[config.mk]
export PLATFORM = sky130hd
export DESIGN_NAME = mem_arbiter_flat
export DESIGN_NICKNAME = d
export VERILOG_FILES = /design/src/rtl/mem_arbiter_if.sv /design/src/rtl/mem_arbiter.sv /design/src/flat_wrapper.sv
export SDC_FILE = /design/constraint.sdc
export NUM_CORES = 1
export LEC_CHECK = 0
export ABC_AREA = 1
export CAP_MARGIN = 20
export CORE_AREA = 3 3 98 81
export DETAILED_ROUTE_END_ITERATION = 8
export DIE_AREA = 0 0 101 84
export PLACE_DENSITY = 0.74
export SLEW_MARGIN = 20
export SYNTH_ARGS = -nofsm -noshare
export SYNTH_HDL_FRONTEND = slang
export SYNTH_SLANG_ARGS = --single-unit
[constraint.sdc]
create_clock -name mem_clk -period 1.6 [get_ports mem_clk]
set_input_delay 0.32 -clock mem_clk [delete_from_list [all_inputs] [get_ports mem_clk]]
set_output_delay 0.32 -clock mem_clk [all_outputs]
set_load 0.03 [all_outputs]
[src/rtl/mem_arbiter_if.sv]
// Bus bundle between two memory requesters, the arbiter and a single-port RAM.
// The slave modport is the arbiter's view; the master modport is the requesters and RAM.
interface mem_arbiter_if;
  logic        rq0_req;
  logic        rq0_we;
  logic [5:0]  rq0_addr;
  logic [31:0] rq0_wdata;
  logic        rq0_gnt;
  logic        rq0_rvalid;
  logic [31:0] rq0_rdata;

  logic        rq1_req;
  logic        rq1_we;
  logic [5:0]  rq1_addr;
  logic [31:0] rq1_wdata;
  logic        rq1_gnt;
  logic        rq1_rvalid;
  logic [31:0] rq1_rdata;

  logic [5:0]  mc_address_mem;
  logic [31:0] mem_data_in;
  logic        mem_we;
  logic [31:0] mem_data_out;

  modport slave (
    input  rq0_req, rq0_we, rq0_addr, rq0_wdata,
    input  rq1_req, rq1_we, rq1_addr, rq1_wdata,
    input  mem_data_out,
    output rq0_gnt, rq0_rvalid, rq0_rdata,
    output rq1_gnt, rq1_rvalid, rq1_rdata,
    output mc_address_mem, mem_data_in, mem_we
  );

  modport master (
    output rq0_req, rq0_we, rq0_addr, rq0_wdata,
    output rq1_req, rq1_we, rq1_addr, rq1_wdata,
    output mem_data_out,
    input  rq0_gnt, rq0_rvalid, rq0_rdata,
    input  rq1_gnt, rq1_rvalid, rq1_rdata,
    input  mc_address_mem, mem_data_in, mem_we
  );
endinterface

[src/rtl/mem_arbiter.sv]
// Two-requester arbiter for a single-port RAM: bounded bursts for the current owner,
// a round-robin pointer for simultaneous requests from idle, and 1-cycle read valid.
module mem_arbiter #(
  parameter int unsigned MAX_BURST = 4
) (
  input  logic          mem_clk,
  input  logic          mem_rst_n,
  mem_arbiter_if.slave  bus
);

  typedef enum logic [1:0] {IDLE, OWN0, OWN1} state_t;

  localparam logic [3:0] MAX_CNT = 4'(MAX_BURST);

  state_t     state;
  logic [3:0] cnt;
  logic       ptr;
  logic       rvalid0_q;
  logic       rvalid1_q;

  logic       g_vld;
  logic       g_id;
  logic       g_we;

  // NOTE: every always_comb output gets a default first so no path leaves it unassigned (no latch).
  always_comb begin
    g_vld = 1'b0;
    g_id  = 1'b0;
    case (state)
      IDLE: begin
        if (bus.rq0_req && bus.rq1_req) begin
          g_vld = 1'b1;
          g_id  = ptr;
        end else if (bus.rq0_req || bus.rq1_req) begin
          g_vld = 1'b1;
          g_id  = bus.rq1_req;
        end
      end
      OWN0: begin
        if (bus.rq0_req && !(bus.rq1_req && cnt == MAX_CNT)) begin
          g_vld = 1'b1;
          g_id  = 1'b0;
        end else if (bus.rq1_req) begin
          g_vld = 1'b1;
          g_id  = 1'b1;
        end
      end
      OWN1: begin
        if (bus.rq1_req && !(bus.rq0_req && cnt == MAX_CNT)) begin
          g_vld = 1'b1;
          g_id  = 1'b1;
        end else if (bus.rq0_req) begin
          g_vld = 1'b1;
          g_id  = 1'b0;
        end
      end
      default: begin
        g_vld = 1'b0;
        g_id  = 1'b0;
      end
    endcase
    // Reset must kill the grant (and with it mem_we) without waiting for a clock edge.
    if (!mem_rst_n) g_vld = 1'b0;
  end

  assign g_we = g_id ? bus.rq1_we : bus.rq0_we;

  assign bus.rq0_gnt        = g_vld && !g_id;
  assign bus.rq1_gnt        = g_vld &&  g_id;
  assign bus.mem_we         = g_vld && g_we;
  assign bus.mc_address_mem = !g_vld ? 6'd0  : (g_id ? bus.rq1_addr  : bus.rq0_addr);
  assign bus.mem_data_in    = !g_vld ? 32'd0 : (g_id ? bus.rq1_wdata : bus.rq0_wdata);

  assign bus.rq0_rdata  = bus.mem_data_out;
  assign bus.rq1_rdata  = bus.mem_data_out;
  assign bus.rq0_rvalid = rvalid0_q;
  assign bus.rq1_rvalid = rvalid1_q;

  // NOTE: sequential state uses non-blocking assignments so every register samples pre-edge values.
  always_ff @(posedge mem_clk or negedge mem_rst_n) begin
    if (!mem_rst_n) begin
      state     <= IDLE;
      cnt       <= 4'd0;
      ptr       <= 1'b0;
      rvalid0_q <= 1'b0;
      rvalid1_q <= 1'b0;
    end else begin
      rvalid0_q <= g_vld && !g_id && !bus.rq0_we;
      rvalid1_q <= g_vld &&  g_id && !bus.rq1_we;

      if (!g_vld) begin
        state <= IDLE;
        cnt   <= 4'd0;
      end else if ((state == OWN0 && !g_id) || (state == OWN1 && g_id)) begin
        cnt <= (cnt < MAX_CNT) ? cnt + 4'd1 : cnt;
      end else begin
        state <= g_id ? OWN1 : OWN0;
        cnt   <= 4'd1;
      end

      // The pointer favours whoever lost (or was not asking) on the last granted cycle.
      if (g_vld) ptr <= !g_id;
    end
  end

endmodule

[src/flat_wrapper.sv]
// flat-port wrapper written by rule: the top's interface ports become plain ports
module mem_arbiter_flat 
#(
  parameter int unsigned MAX_BURST = 4
)
  (mem_clk, mem_rst_n, bus_rq0_req, bus_rq0_we, bus_rq0_addr, bus_rq0_wdata, bus_rq1_req, bus_rq1_we, bus_rq1_addr, bus_rq1_wdata, bus_mem_data_out, bus_rq0_gnt, bus_rq0_rvalid, bus_rq0_rdata, bus_rq1_gnt, bus_rq1_rvalid, bus_rq1_rdata, bus_mc_address_mem, bus_mem_data_in, bus_mem_we);
  mem_arbiter_if bus_i ();
  input  logic mem_clk;
  input  logic mem_rst_n;
  input wire logic [$bits(bus_i.rq0_req)-1:0] bus_rq0_req;
  input wire logic [$bits(bus_i.rq0_we)-1:0] bus_rq0_we;
  input wire logic [$bits(bus_i.rq0_addr)-1:0] bus_rq0_addr;
  input wire logic [$bits(bus_i.rq0_wdata)-1:0] bus_rq0_wdata;
  input wire logic [$bits(bus_i.rq1_req)-1:0] bus_rq1_req;
  input wire logic [$bits(bus_i.rq1_we)-1:0] bus_rq1_we;
  input wire logic [$bits(bus_i.rq1_addr)-1:0] bus_rq1_addr;
  input wire logic [$bits(bus_i.rq1_wdata)-1:0] bus_rq1_wdata;
  input wire logic [$bits(bus_i.mem_data_out)-1:0] bus_mem_data_out;
  output wire logic [$bits(bus_i.rq0_gnt)-1:0] bus_rq0_gnt;
  output wire logic [$bits(bus_i.rq0_rvalid)-1:0] bus_rq0_rvalid;
  output wire logic [$bits(bus_i.rq0_rdata)-1:0] bus_rq0_rdata;
  output wire logic [$bits(bus_i.rq1_gnt)-1:0] bus_rq1_gnt;
  output wire logic [$bits(bus_i.rq1_rvalid)-1:0] bus_rq1_rvalid;
  output wire logic [$bits(bus_i.rq1_rdata)-1:0] bus_rq1_rdata;
  output wire logic [$bits(bus_i.mc_address_mem)-1:0] bus_mc_address_mem;
  output wire logic [$bits(bus_i.mem_data_in)-1:0] bus_mem_data_in;
  output wire logic [$bits(bus_i.mem_we)-1:0] bus_mem_we;
  assign bus_i.rq0_req = bus_rq0_req;
  assign bus_i.rq0_we = bus_rq0_we;
  assign bus_i.rq0_addr = bus_rq0_addr;
  assign bus_i.rq0_wdata = bus_rq0_wdata;
  assign bus_i.rq1_req = bus_rq1_req;
  assign bus_i.rq1_we = bus_rq1_we;
  assign bus_i.rq1_addr = bus_rq1_addr;
  assign bus_i.rq1_wdata = bus_rq1_wdata;
  assign bus_i.mem_data_out = bus_mem_data_out;
  assign bus_rq0_gnt = bus_i.rq0_gnt;
  assign bus_rq0_rvalid = bus_i.rq0_rvalid;
  assign bus_rq0_rdata = bus_i.rq0_rdata;
  assign bus_rq1_gnt = bus_i.rq1_gnt;
  assign bus_rq1_rvalid = bus_i.rq1_rvalid;
  assign bus_rq1_rdata = bus_i.rq1_rdata;
  assign bus_mc_address_mem = bus_i.mc_address_mem;
  assign bus_mem_data_in = bus_i.mem_data_in;
  assign bus_mem_we = bus_i.mem_we;
  mem_arbiter #(.MAX_BURST(MAX_BURST)) u_core (.mem_clk(mem_clk), .mem_rst_n(mem_rst_n), .bus(bus_i));
endmodule
==> flow_summary.ini <==
[layout]
multi_input_area_um2 = 1190
antenna_cells = 0
fin_area_um2 = 3270
fin_nets = 453
seqCellArea_um2 = 225
fillerInstances = 657
postLayoutCoreUtil = 0.469
drive_gt1_frac = 0.473
area_delta_synth_final_pct = 114

[die]
rows = 27
initial_core_util = 0.220
die_w_um = 101
coreArea_um2 = 6960
dieArea_um2 = 8480
die_h_um = 84
pin_count = 221

[global_route]
grt_pass1_wl_um = 8670
grt_pass1_vias = 1868
grt.overflow.total = 0
antenna_found_initial = 0
grt_max_degree = 45
grt_usage = 0.125

[sta]
whs_ns = 0.404
setup_ws_ns = -0.575
finalCritPeriodShare = 1.36
worstMarginPinSlew_ns = 0.310
slew_viol_final = 0
fmax_mhz = 460
rsz0062_at_grt = yes
setup_viol = 41
skew_ns = 0.00348
slew_headroom = 0.792
finalHoldViolCount = 0
period_needed_ns = 2.17

[job]
maxCapViolations = 0

[power]
p_total_mw = 1.97
p_leak_nw = 1.52
p_per_area_nw_per_um2 = 604
ir_drop_mv = 0.245

[detailed_routing]
wl_per_cell_um = 13.7
route.vias.total = 1827
drc_errors = 0
drtIter0Drc = 26
ant_nets = 0
dr.pass1.iters = 4
vias_per_cell = 4.32
drt_wl_total_um = 5790

[cts]
cts.sinks = 9
hold_buffers = 0
root_buffer = clkbuf_8
numCtsBuffers = 3
clock_latency_ns = 0.23
clkTransAtPathRegs_ns = 0.04
clockBufferDepth = 2
tritoncts = built
htree_num_levels = 1

[synthesis]
synth-compound-area-share = 0.0131
synth_top_area_frac = 0.334
syn_inst = 255
synth_area_leaders = buf_4 (33%), nand2_1 (21%), nand3_1 (15%)
synthSimpleGateAreaFrac = 0.430
yosys_warnings = 0
synth_top_family_by_area = simple AND/OR/NAND/NOR gates
synth_mux_area_frac = 0
synth-adder-area-share = 0.0164
syn_area_per_cell_um2 = 6.00
synth.distinct_cells = 17
yosysSeqAreaShare = 0.147
syn_area_um2 = 1530
synth-seq-cells = 9
synth-xor-area-share = 0.00573
synth_nets = 371
yosys.area.top_type = buf_4

[run_status]
status = complete, but fails checks
violations = setup timing

[worst_setup_path]
critPathRequiredTime_ns = 1.28
start_kind = flop
cp-end-kind = output pin
rrSetupSlack_ns = 0
reg2regPathDepth = 11
arrival_ns = 1.85
crit_type = reg -> out
cp_max_fo = 7

[placement]
dp_hpwl_um = 4220
placed_area_um2 = 2760
io_buffers = 124
routabilityCongestion = 0.788

[hold_path]
hp-class = in -> async
==> worst paths after layout <==
| check | startpoint | to |
|---|---|---|
| setup / recovery | u_core.cnt[1]$_DFFE_PN0P_ | bus_mem_data_in[15] |
| hold / removal | mem_rst_n | u_core.state[0]$_DFFE_PN0P_ |
| setup reg to reg | u_core.cnt[1]$_DFFE_PN0P_ | u_core.bus.rq1_rvalid$_DFF_PN0_ |
| hold reg to reg | u_core.ptr$_DFFE_PN0P_ | u_core.ptr$_DFFE_PN0P_ |
| max in group asynchronous | mem_rst_n | u_core.cnt[2]$_DFFE_PN0P_ |
| min in group mem_clk | bus_mem_data_out[16] | bus_rq1_rdata[16] |
==> cell type report <==
cell class / instances / area share
well taps: 87 / 0.0333
clock buffers: 4 / 0.0138
multi-input cells: 158 / 0.364
repair buffers: 153 / 0.507
flip-flops and latches: 9 / 0.0690
inverters: 12 / 0.0138
==> cells by family after synthesis <==
kind of cell               after synthesis
AOI/OAI and AO/OA                        4
xor gates and xnor gates                 1
adders and majority gates                2
buffers and inverters                   88
DFF                                      9
and+or+nand+nor                        151
==> cell usage after synthesis <==
library cell and count:
nand2_1 87, buf_4 68, nand3_1 46, nor2_1 13, dfrtp_1 9, inv_1 9
buf_2 5, a21oi_1 3, clkbuf_1 3, inv_2 3, ha_1 2, nor2_4 2
nand2_2 1, nand3_4 1, nand4_1 1, o21ai_0 1, xor2_1 1
==> routing by layer <==
| layer | vias to the layer above | track usage | part of all wire |
|---|---|---|---|
| li1 | 895 | - | - |
| met5 | - | 0 | 0 |
| met1 | 811 | 0.137 | 0.36 |
| met2 | 106 | 0.226 | 0.51 |
| met4 | 0 | 0.0386 | 0.013 |
| met3 | 15 | 0.0393 | 0.12 |
==> cell usage in the layout, fill, tap and decap left out, drive strengths merged <==
master         synthesis  routed
nand2                 88      88
clkdlybuf4s50          0      81
buf                   73      69
nand3                 47      47
nor2                  15      15
inv                   12      12
dfrtp                  9       9
clkbuf                 3       5
a21oi                  3       3
dlygate4sd2            0       2
ha                     2       2
nand4                  1       1
o21ai                  1       1
xor2                   1       1
==> sequential cells by signal (all words and copies together) (netlist names) <==
| signal | flops |
|---|---|
| u_core.cnt | 4 |
| u_core.bus.rq1_rvalid | 1 |
| u_core.state | 2 |
| u_core.bus.rq0_rvalid | 1 |
| u_core.ptr | 1 |
==> metrics by stage <==
stage	setup TNS [ns]	cells	worst slack [ns]
3_5_place_dp	-26.43	405	-0.650
2_1_floorplan	-2.33	255	-0.0701
4_1_cts	-21.66	420	-0.568
5_1_grt	-26.81	423	-0.680
3_3_place_gp	-23.32	405	-0.581
6_report	-22.35	423	-0.575
==> where the power goes <==
part | switching (mW) | internal, mW
registers | 0.0109 | 0.246
clock network | 0.0775 | 0.173
logic | 0.741 | 0.723
==> worst max-delay path, stage by stage, from the launching register on <==
cell	delay [ns]
dfrtp_1	0.38
inv_2	0.09
ha_4	0.14
nand4_1	0.11
nand2_2	0.12
nand3_4	0.09
nor2_4	0.16
buf_12	0.15
clkbuf_16	0.15
nand2_2	0.07
nand2_4	0.05
buf_6	0.12
==> timing repair <==
action	CTS	global route
gates cloned	2	1
buffers inserted	9	3
resized for setup	59	34
setup endpoints to repair	42	43
pin swaps	0	3
No activity file was read; power rests on OpenSTA's default activity.
